`src/rtl/parking_gate_fsm.sv`:
```
// Gate photo-sensor decoder: emits one inc/dec pulse per completed passage, err on illegal pattern or stall.
// Optional per-sensor debounce filter compiled in with `define PARKING_DEBOUNCE_EN.
module parking_gate_fsm #(
  parameter int unsigned DEBOUNCE_CYCLES = 8,
  parameter int unsigned TIMEOUT_CYCLES  = 50000
) (
  input  logic clk,
  input  logic reset,
  input  logic sensor_a,
  input  logic sensor_b,
  output logic inc,
  output logic dec,
  output logic err,
  output logic busy
);

  typedef enum logic [2:0] {
    S_IDLE, S_EN1, S_EN2, S_EN3, S_EX1, S_EX2, S_EX3, S_CLEAR
  } state_t;

  localparam int unsigned TW = $clog2(TIMEOUT_CYCLES + 1);

  if (DEBOUNCE_CYCLES == 0 || TIMEOUT_CYCLES == 0) begin : g_param_chk
    $error("parking_gate_fsm: DEBOUNCE_CYCLES and TIMEOUT_CYCLES must be non-zero");
  end

  logic [1:0]    r_meta;
  logic [1:0]    r_sync;
  logic [1:0]    w_ab;
  state_t        r_state;
  state_t        w_state_nxt;
  logic [TW-1:0] r_tmo;
  logic          w_tmo_exp;
  logic          w_inc_nxt;
  logic          w_dec_nxt;
  logic          w_err_nxt;
  logic          w_busy_nxt;
  logic          r_inc;
  logic          r_dec;
  logic          r_err;
  logic          r_busy;

  always_ff @(posedge clk or posedge reset) begin
    if (reset) begin
      r_meta <= 2'b00;
      r_sync <= 2'b00;
    end else begin
      r_meta <= {sensor_a, sensor_b};
      r_sync <= r_meta;
    end
  end

`ifdef PARKING_DEBOUNCE_EN
  localparam int unsigned DW = (DEBOUNCE_CYCLES > 1) ? $clog2(DEBOUNCE_CYCLES) : 1;

  logic [1:0]    r_filt;
  logic [DW-1:0] r_dcnt [2];

  // Output follows the synchronized input only after DEBOUNCE_CYCLES consecutive differing samples.
  always_ff @(posedge clk or posedge reset) begin
    if (reset) begin
      r_filt <= 2'b00;
      for (int i = 0; i < 2; i++) r_dcnt[i] <= '0;
    end else begin
      for (int i = 0; i < 2; i++) begin
        if (r_sync[i] != r_filt[i]) begin
          if (r_dcnt[i] == DW'(DEBOUNCE_CYCLES - 1)) begin
            r_filt[i] <= r_sync[i];
            r_dcnt[i] <= '0;
          end else begin
            r_dcnt[i] <= r_dcnt[i] + 1'b1;
          end
        end else begin
          r_dcnt[i] <= '0;
        end
      end
    end
  end

  assign w_ab = r_filt;
`else
  assign w_ab = r_sync;
`endif

  assign w_tmo_exp = (r_tmo == TW'(TIMEOUT_CYCLES - 1));

  always_ff @(posedge clk or posedge reset) begin
    if (reset) begin
      r_state <= S_IDLE;
      r_tmo   <= '0;
      r_inc   <= 1'b0;
      r_dec   <= 1'b0;
      r_err   <= 1'b0;
      r_busy  <= 1'b0;
    end else begin
      r_state <= w_state_nxt;
      r_inc   <= w_inc_nxt;
      r_dec   <= w_dec_nxt;
      r_err   <= w_err_nxt;
      r_busy  <= w_busy_nxt;
      if (r_state == S_IDLE || r_state == S_CLEAR || w_state_nxt != r_state)
        r_tmo <= '0;
      else
        r_tmo <= r_tmo + 1'b1;
    end
  end

  // Holding pattern stays put unless the stall timer has expired; legal moves always beat the timer.
  always_comb begin
    w_state_nxt = r_state;
    case (r_state)
      S_IDLE: begin
        case (w_ab)
          2'b10:   w_state_nxt = S_EN1;
          2'b01:   w_state_nxt = S_EX1;
          2'b11:   w_state_nxt = S_CLEAR;
          default: w_state_nxt = S_IDLE;
        endcase
      end
      S_EN1: begin
        case (w_ab)
          2'b11:   w_state_nxt = S_EN2;
          2'b00:   w_state_nxt = S_IDLE;
          2'b10:   w_state_nxt = w_tmo_exp ? S_CLEAR : S_EN1;
          default: w_state_nxt = S_CLEAR;
        endcase
      end
      S_EN2: begin
        case (w_ab)
          2'b01:   w_state_nxt = S_EN3;
          2'b10:   w_state_nxt = S_EN1;
          2'b11:   w_state_nxt = w_tmo_exp ? S_CLEAR : S_EN2;
          default: w_state_nxt = S_CLEAR;
        endcase
      end
      S_EN3: begin
        case (w_ab)
          2'b00:   w_state_nxt = S_IDLE;
          2'b11:   w_state_nxt = S_EN2;
          2'b01:   w_state_nxt = w_tmo_exp ? S_CLEAR : S_EN3;
          default: w_state_nxt = S_CLEAR;
        endcase
      end
      S_EX1: begin
        case (w_ab)
          2'b11:   w_state_nxt = S_EX2;
          2'b00:   w_state_nxt = S_IDLE;
          2'b01:   w_state_nxt = w_tmo_exp ? S_CLEAR : S_EX1;
          default: w_state_nxt = S_CLEAR;
        endcase
      end
      S_EX2: begin
        case (w_ab)
          2'b10:   w_state_nxt = S_EX3;
          2'b01:   w_state_nxt = S_EX1;
          2'b11:   w_state_nxt = w_tmo_exp ? S_CLEAR : S_EX2;
          default: w_state_nxt = S_CLEAR;
        endcase
      end
      S_EX3: begin
        case (w_ab)
          2'b00:   w_state_nxt = S_IDLE;
          2'b11:   w_state_nxt = S_EX2;
          2'b10:   w_state_nxt = w_tmo_exp ? S_CLEAR : S_EX3;
          default: w_state_nxt = S_CLEAR;
        endcase
      end
      S_CLEAR: begin
        if (w_ab == 2'b00) w_state_nxt = S_IDLE;
      end
      default: w_state_nxt = S_IDLE;
    endcase
  end

  always_comb begin
    w_inc_nxt  = (r_state == S_EN3) && (w_ab == 2'b00);
    w_dec_nxt  = (r_state == S_EX3) && (w_ab == 2'b00);
    w_err_nxt  = (w_state_nxt == S_CLEAR) && (r_state != S_CLEAR);
    w_busy_nxt = (w_state_nxt != S_IDLE);
  end

  assign inc  = r_inc;
  assign dec  = r_dec;
  assign err  = r_err;
  assign busy = r_busy;

endmodule

```
`config.mk`:
```
export PLATFORM = sky130hd
export DESIGN_NAME = parking_gate_fsm
export DESIGN_NICKNAME = d
export VERILOG_FILES = /design/src/rtl/parking_gate_fsm.sv
export SDC_FILE = /design/constraint.sdc
export NUM_CORES = 1
export LEC_CHECK = 0
export BUFFER_PORTS_ARGS = -buffer_cell sky130_fd_sc_hd__buf_2
export CELL_PAD_IN_SITES_DETAIL_PLACEMENT = 0
export CELL_PAD_IN_SITES_GLOBAL_PLACEMENT = 1
export CORE_MARGIN = 2
export CORE_UTILIZATION = 47
export DETAILED_ROUTE_END_ITERATION = 12
export PLACE_DENSITY = 0.87
export REMOVE_ABC_BUFFERS = 1
export SETUP_SLACK_MARGIN = 0.2
export SYNTH_ARGS = -nofsm -noshare
export SYNTH_HDL_FRONTEND = slang
export SYNTH_SLANG_ARGS = --single-unit
```
`constraint.sdc`:
```
create_clock -name clk -period 3.8 [get_ports clk]
set_clock_uncertainty 0.1 [all_clocks]
set_input_delay 0.76 -clock clk [delete_from_list [all_inputs] [get_ports clk]]
set_output_delay 0.76 -clock clk [all_outputs]
set_load 0.02 [all_outputs]
```
Word level (Yosys, flattened, before mapping)
Cells that the tools add are included.
{"block": "op_classes", "muxes": 16, "reduce_logical": 8, "n_eq_ne": 14, "n_addsub": 1}
{"operator": "case mux 3 bit (3 select lines)", "count": 6}
{"operator": "case mux 3 bit (8 select lines)", "count": 1}
{"operator": "adder 16 x 1 -> 16 bit (second input constant)", "count": 1}
{"operator": "equality test 16 bit (second input constant)", "count": 1}
{"operator": "two-way mux 16 bit", "count": 1}
{"operator": "equality test 3 bit (second input constant)", "count": 5}
{"operator": "two-way mux 3 bit", "count": 4}
{"operator": "equality test 3 x 2 -> 1 bit (second input constant)", "count": 2}
{"operator": "case mux 2 bit (3 select lines)", "count": 1}
{"operator": "equality test 2 bit (second input constant)", "count": 2}
{"operator": "two-way mux 2 bit", "count": 2}
{"operator": "equality test 3 x 1 -> 1 bit (second input constant)", "count": 1}
{"operator": "logical AND 1 bit", "count": 3}
{"operator": "logical NOT 3 bit", "count": 1}
{"operator": "inequality test 3 bit", "count": 1}
{"operator": "inequality test 3 bit (second input constant)", "count": 1}
{"operator": "nonzero test 3 bit", "count": 1}
{"operator": "equality test 2 x 1 -> 1 bit (second input constant)", "count": 1}
{"operator": "logical NOT 2 bit", "count": 1}
{"operator": "logical OR 1 bit", "count": 2}
{"operator": "two-way mux 1 bit", "count": 1}
{"block": "totals", "inputBits": 4, "output_inout_bits": 4, "reg_bits": 27, "elab_cells": 47}

Longest topological paths before layout
{"block": "depth", "word_depth": 7, "ltp_mapped": 10, "ltp_nobuf": 9}

Least setup slack after synthesis
OpenSTA, ideal clock, no wires.
{"block": "synth_path", "path_kind": "register to register", "start": "reg r_sync[0]", "end": "reg r_tmo[10]", "setup_slack_ns": 1.141, "path_stages_with_launch": 11, "n_path_buf": 1, "arrival_time_ns": 2.487, "period_less_slack_ns": 2.659, "setup_ns": 0.071, "t_required_ns": 3.629, "path_cell_list": "dfrtp_1 > inv_1 > ha_1 > and2_1 > o311a_1 > a211oi_1 > o21ai_1 > o22a_1 > o31a_1 > buf_6 > nor2_1"}
{"block": "synth_between", "elab_chain_len": 6, "word_cells_on_any_way": 16, "classes_between": "4 x eq/ne; 10 x mux; 2 x reduce/logical"}
{"element": "from (decl)", "line_no": "28", "source": "logic [1:0] r_sync;"}
{"element": "from (signal assigned)", "line_no": "49", "source": "r_sync <= r_meta;"}
{"element": "equality test 2 bit (tied with other cells)"}
{"element": "case mux 3 bit (3 select lines) (tied with other cells)", "line_no": "161", "source": "case (w_ab)"}
{"element": "case mux 3 bit (8 select lines) *", "line_no": "111", "source": "case (r_state)"}
{"element": "named net w_state_nxt[1]", "line_no": "31", "source": "state_t w_state_nxt;"}
{"element": "inequality test 3 bit *", "line_no": "101", "source": "if (r_state == S_IDLE || r_state == S_CLEAR || w_state_nxt != r_state)"}
{"element": "logical OR 1 bit *", "line_no": "101"}
{"element": "two-way mux 16 bit *", "line_no": "101"}
{"element": "to (signal assigned)", "line_no": "104", "source": "r_tmo <= r_tmo + 1'b1;"}
{"element": "to (decl)", "line_no": "32", "source": "logic [TW-1:0] r_tmo;"}
The timed path passes the listed nets; every way through them passes the cells marked *.

Final worst setup path
{"block": "layout_path", "start": "reg r_sync[0]", "end": "reg r_tmo[11]"}
Same word-level chain as after synthesis.

==> qor.txt <==
outcome: complete, no violations
top post-synthesis cells by count: 27 x dfrtp_1, 25 x nor2_1, 12 x nand2_1, 9 x nand3_1, 8 x inv_1
share of cells above drive strength 1: 8.82%
Synth Flop Type: dfrtp_1
Most Crowded Layer GR: met1
launch point of the worst path: r_sync[0]
first-pass GRT wire length: 5340 um
H-tree depth: 1
GR Util met3: 2.07%
CTS tree: yes
Post-DP HPWL: 2230 um
DR iter-0 viols: 111
clock latency on the worst-skew pair: 320 ps
CP required: 3950 ps
Crit Path Max Fanout: 16
LEAKAGE: 0.698 nW
vias per inst: 5.50
# IOs: 8
area growth from synthesis to final layout: 5.72%
CTS clock-pin slew for the worst setup and hold paths: 140 ps
Final Cycle Share: 78.6%
max-slew violation count: 0
WL/cell: 14.5 um
met1 usage: 28.1%
WP data arrival: 3140 ps
setup violators final: 0
# DRC: 0
reg-to-reg slack, setup: 810 ps
Worst path top cell family by delay: compound AO/OA/AOI/OAI gates
core area: 3280 um2
Antenna diodes: 0
Die Height: 61.9 um
met2 usage: 27.8%
setup bufs post-CTS: 0
Synth area leaders: dfrtp_1 43%, nor2_1 6.0%, ha_1 5.6%
Port Buf Inserts: 7
Final min period: 2990 ps
Hold Crit Start: r_meta[0]
WP buf/inv: 1
worst slew pin tran: 998 ps
startpoint types: register
placer congestion estimate: 0.860
Ys Warns: 0
die area: 3830 um2
maximum VDD drop: 0.210 mV
Critical-path top delay cell: o31a_1
Crit path largest cell delay: 490 ps
Routed Antenna Nets: 0
Mapped Area: 1570 um2
clk root buf: clkbuf_4
f_max: 335 MHz
clock tree buffer depth: 2
post-synth top area cell: dfrtp_1
grt total ovfl: 0
Hold EP: r_sync[0]
total of max-cap violations: 0
vias: 1188
EDFF count, synth: 0
most frequent cell after synthesis: dfrtp_1
power density over the cells: 498 nW/um2
unrepaired setup endpoints after global routing: false
Slew headroom: 33.4%
Worst setup EP type: register
hold-critical path depth: 0
Die Wd: 61.9 um
Synth async-reset ratio: 100%
Hold Path Class: reg -> reg
total CTS buffers: 3
worst flop-to-flop path startpoint: r_sync[0]
hold buffers post-CTS: 0
worst path cell trace: inv_1 -> ha_1 -> and2_1 -> o311a_1 -> a211oi_1 -> o21ai_1 -> o22a_1 -> o31a_1 -> nor2_1
drt total wl: 3140 um
Non-Filler Instances: 216
Synth Instances: 165
WP depth: 9
worst setup path category: reg -> reg
r2r endpoint: r_tmo[11]
nets: 182
antenna violations before repair: 0
drt pass-1 iters: 4
post-synthesis sequential area ratio: 42.9%
Syn Area/Cell: 9.54 um2
vias in the first global route: 1119
DP Cell Count: 212
Worst R2R Path Depth: 9
Cell Rows: 21
clock sinks: 27
top-area cell type share of the netlist area: 42.9%
total track usage: 18.7%
Yosys reg bits: 27
largest net degree at the start of global routing: 28
setup TNS: 0 ps
number of distinct library cells after synthesis: 46
Final Hold Violating Endpoints: 0
Initial Util: 47.9%
post-CTS resize count: 0
## per-stage QoR
| step | hold WS, ps | setup WS [ps] | area [um2] | utilization (%) | power [mW] |
|---|---|---|---|---|---|
| after floorplan | 231 | 1170 | 1540 | - | 0.622 |
| after global placement | 234 | 910 | 1640 | 49.8 | 0.709 |
| after detailed placement | 235 | 814 | 1640 | 49.8 | 0.711 |
| after CTS | 267 | 790 | 1660 | 50.7 | 0.835 |
| after global routing | 275 | 563 | 1660 | 50.7 | 0.903 |
| final | 265 | 815 | 1660 | 50.7 | 0.829 |
## registers in the layout (all words and copies together) (netlist names)
register and count:
r_tmo 16, r_state 3, r_meta 2, r_sync 2, busy 1, dec 1, err 1, inc 1
## cell families after synthesis
group,after synthesis,synth area share [%]
xor gates and xnor gates,14,7.79
DFF,27,42.9
muxes,1,0.715
adders and majority gates,7,5.56
AOI/OAI and AO/OA,24,11.8
and+or+nand+nor,78,27.4
buffers and inverters,14,3.82
## power by group
| part | internal (mW) | switching [mW] |
|---|---|---|
| Sequential | 0.318 | 0.0816 |
| Clock | 0.0394 | 0.0840 |
| Combinational | 0.122 | 0.185 |
## cell type report
cell class	count	area [um2]
repair buffers	7	35.0
well taps	46	57.6
inverters	8	30.0
fillers	312	1620
multi-input cells	124	838
flip-flops and latches	27	676
clock inverters	1	5.00
clock buffers	3	22.5
## worst register-to-register path, cell delays in order, from the launching register on
cell and delay, ps:
dfrtp_1 450, inv_1 110, ha_1 330, and2_1 180
o311a_1 280, a211oi_1 340, o21ai_1 210, o22a_1 250
o31a_1 490, nor2_1 190
## cells in the final DEF, fill, tap and decap left out, drive strengths merged, types with 3 or more instances in the layout
master | synthesis | layout
dfrtp | 27 | 27
nand3 | 9 | 9
and4 | 5 | 5
buf | 1 | 7
clkbuf | 5 | 3
a21oi | 3 | 3
inv | 8 | 8
xnor2 | 7 | 7
nor2 | 25 | 25
nand2 | 12 | 12
nand4 | 3 | 3
and3 | 3 | 3
nand2b | 3 | 3
o21ai | 4 | 4
ha | 7 | 7
xor2 | 7 | 7
nor3 | 3 | 3
## worst max path at each step
| stage | end | slack (ps) |
|---|---|---|
| final | r_tmo[11] | 810 |
| after CTS | r_tmo[11] | 790 |
| after global routing | r_tmo[15] | 560 |
| after global placement | r_tmo[1] | 910 |
| after floorplan | r_tmo[1] | 1170 |
| after detailed placement | r_tmo[11] | 810 |
## per-layer routing
layer	wire length, um	vias to the layer above
met2	1450	19
li1	-	596
met3	79	4
met5	0	-
met4	48	0
met1	1560	569
Power figures use the tool's default switching activity.
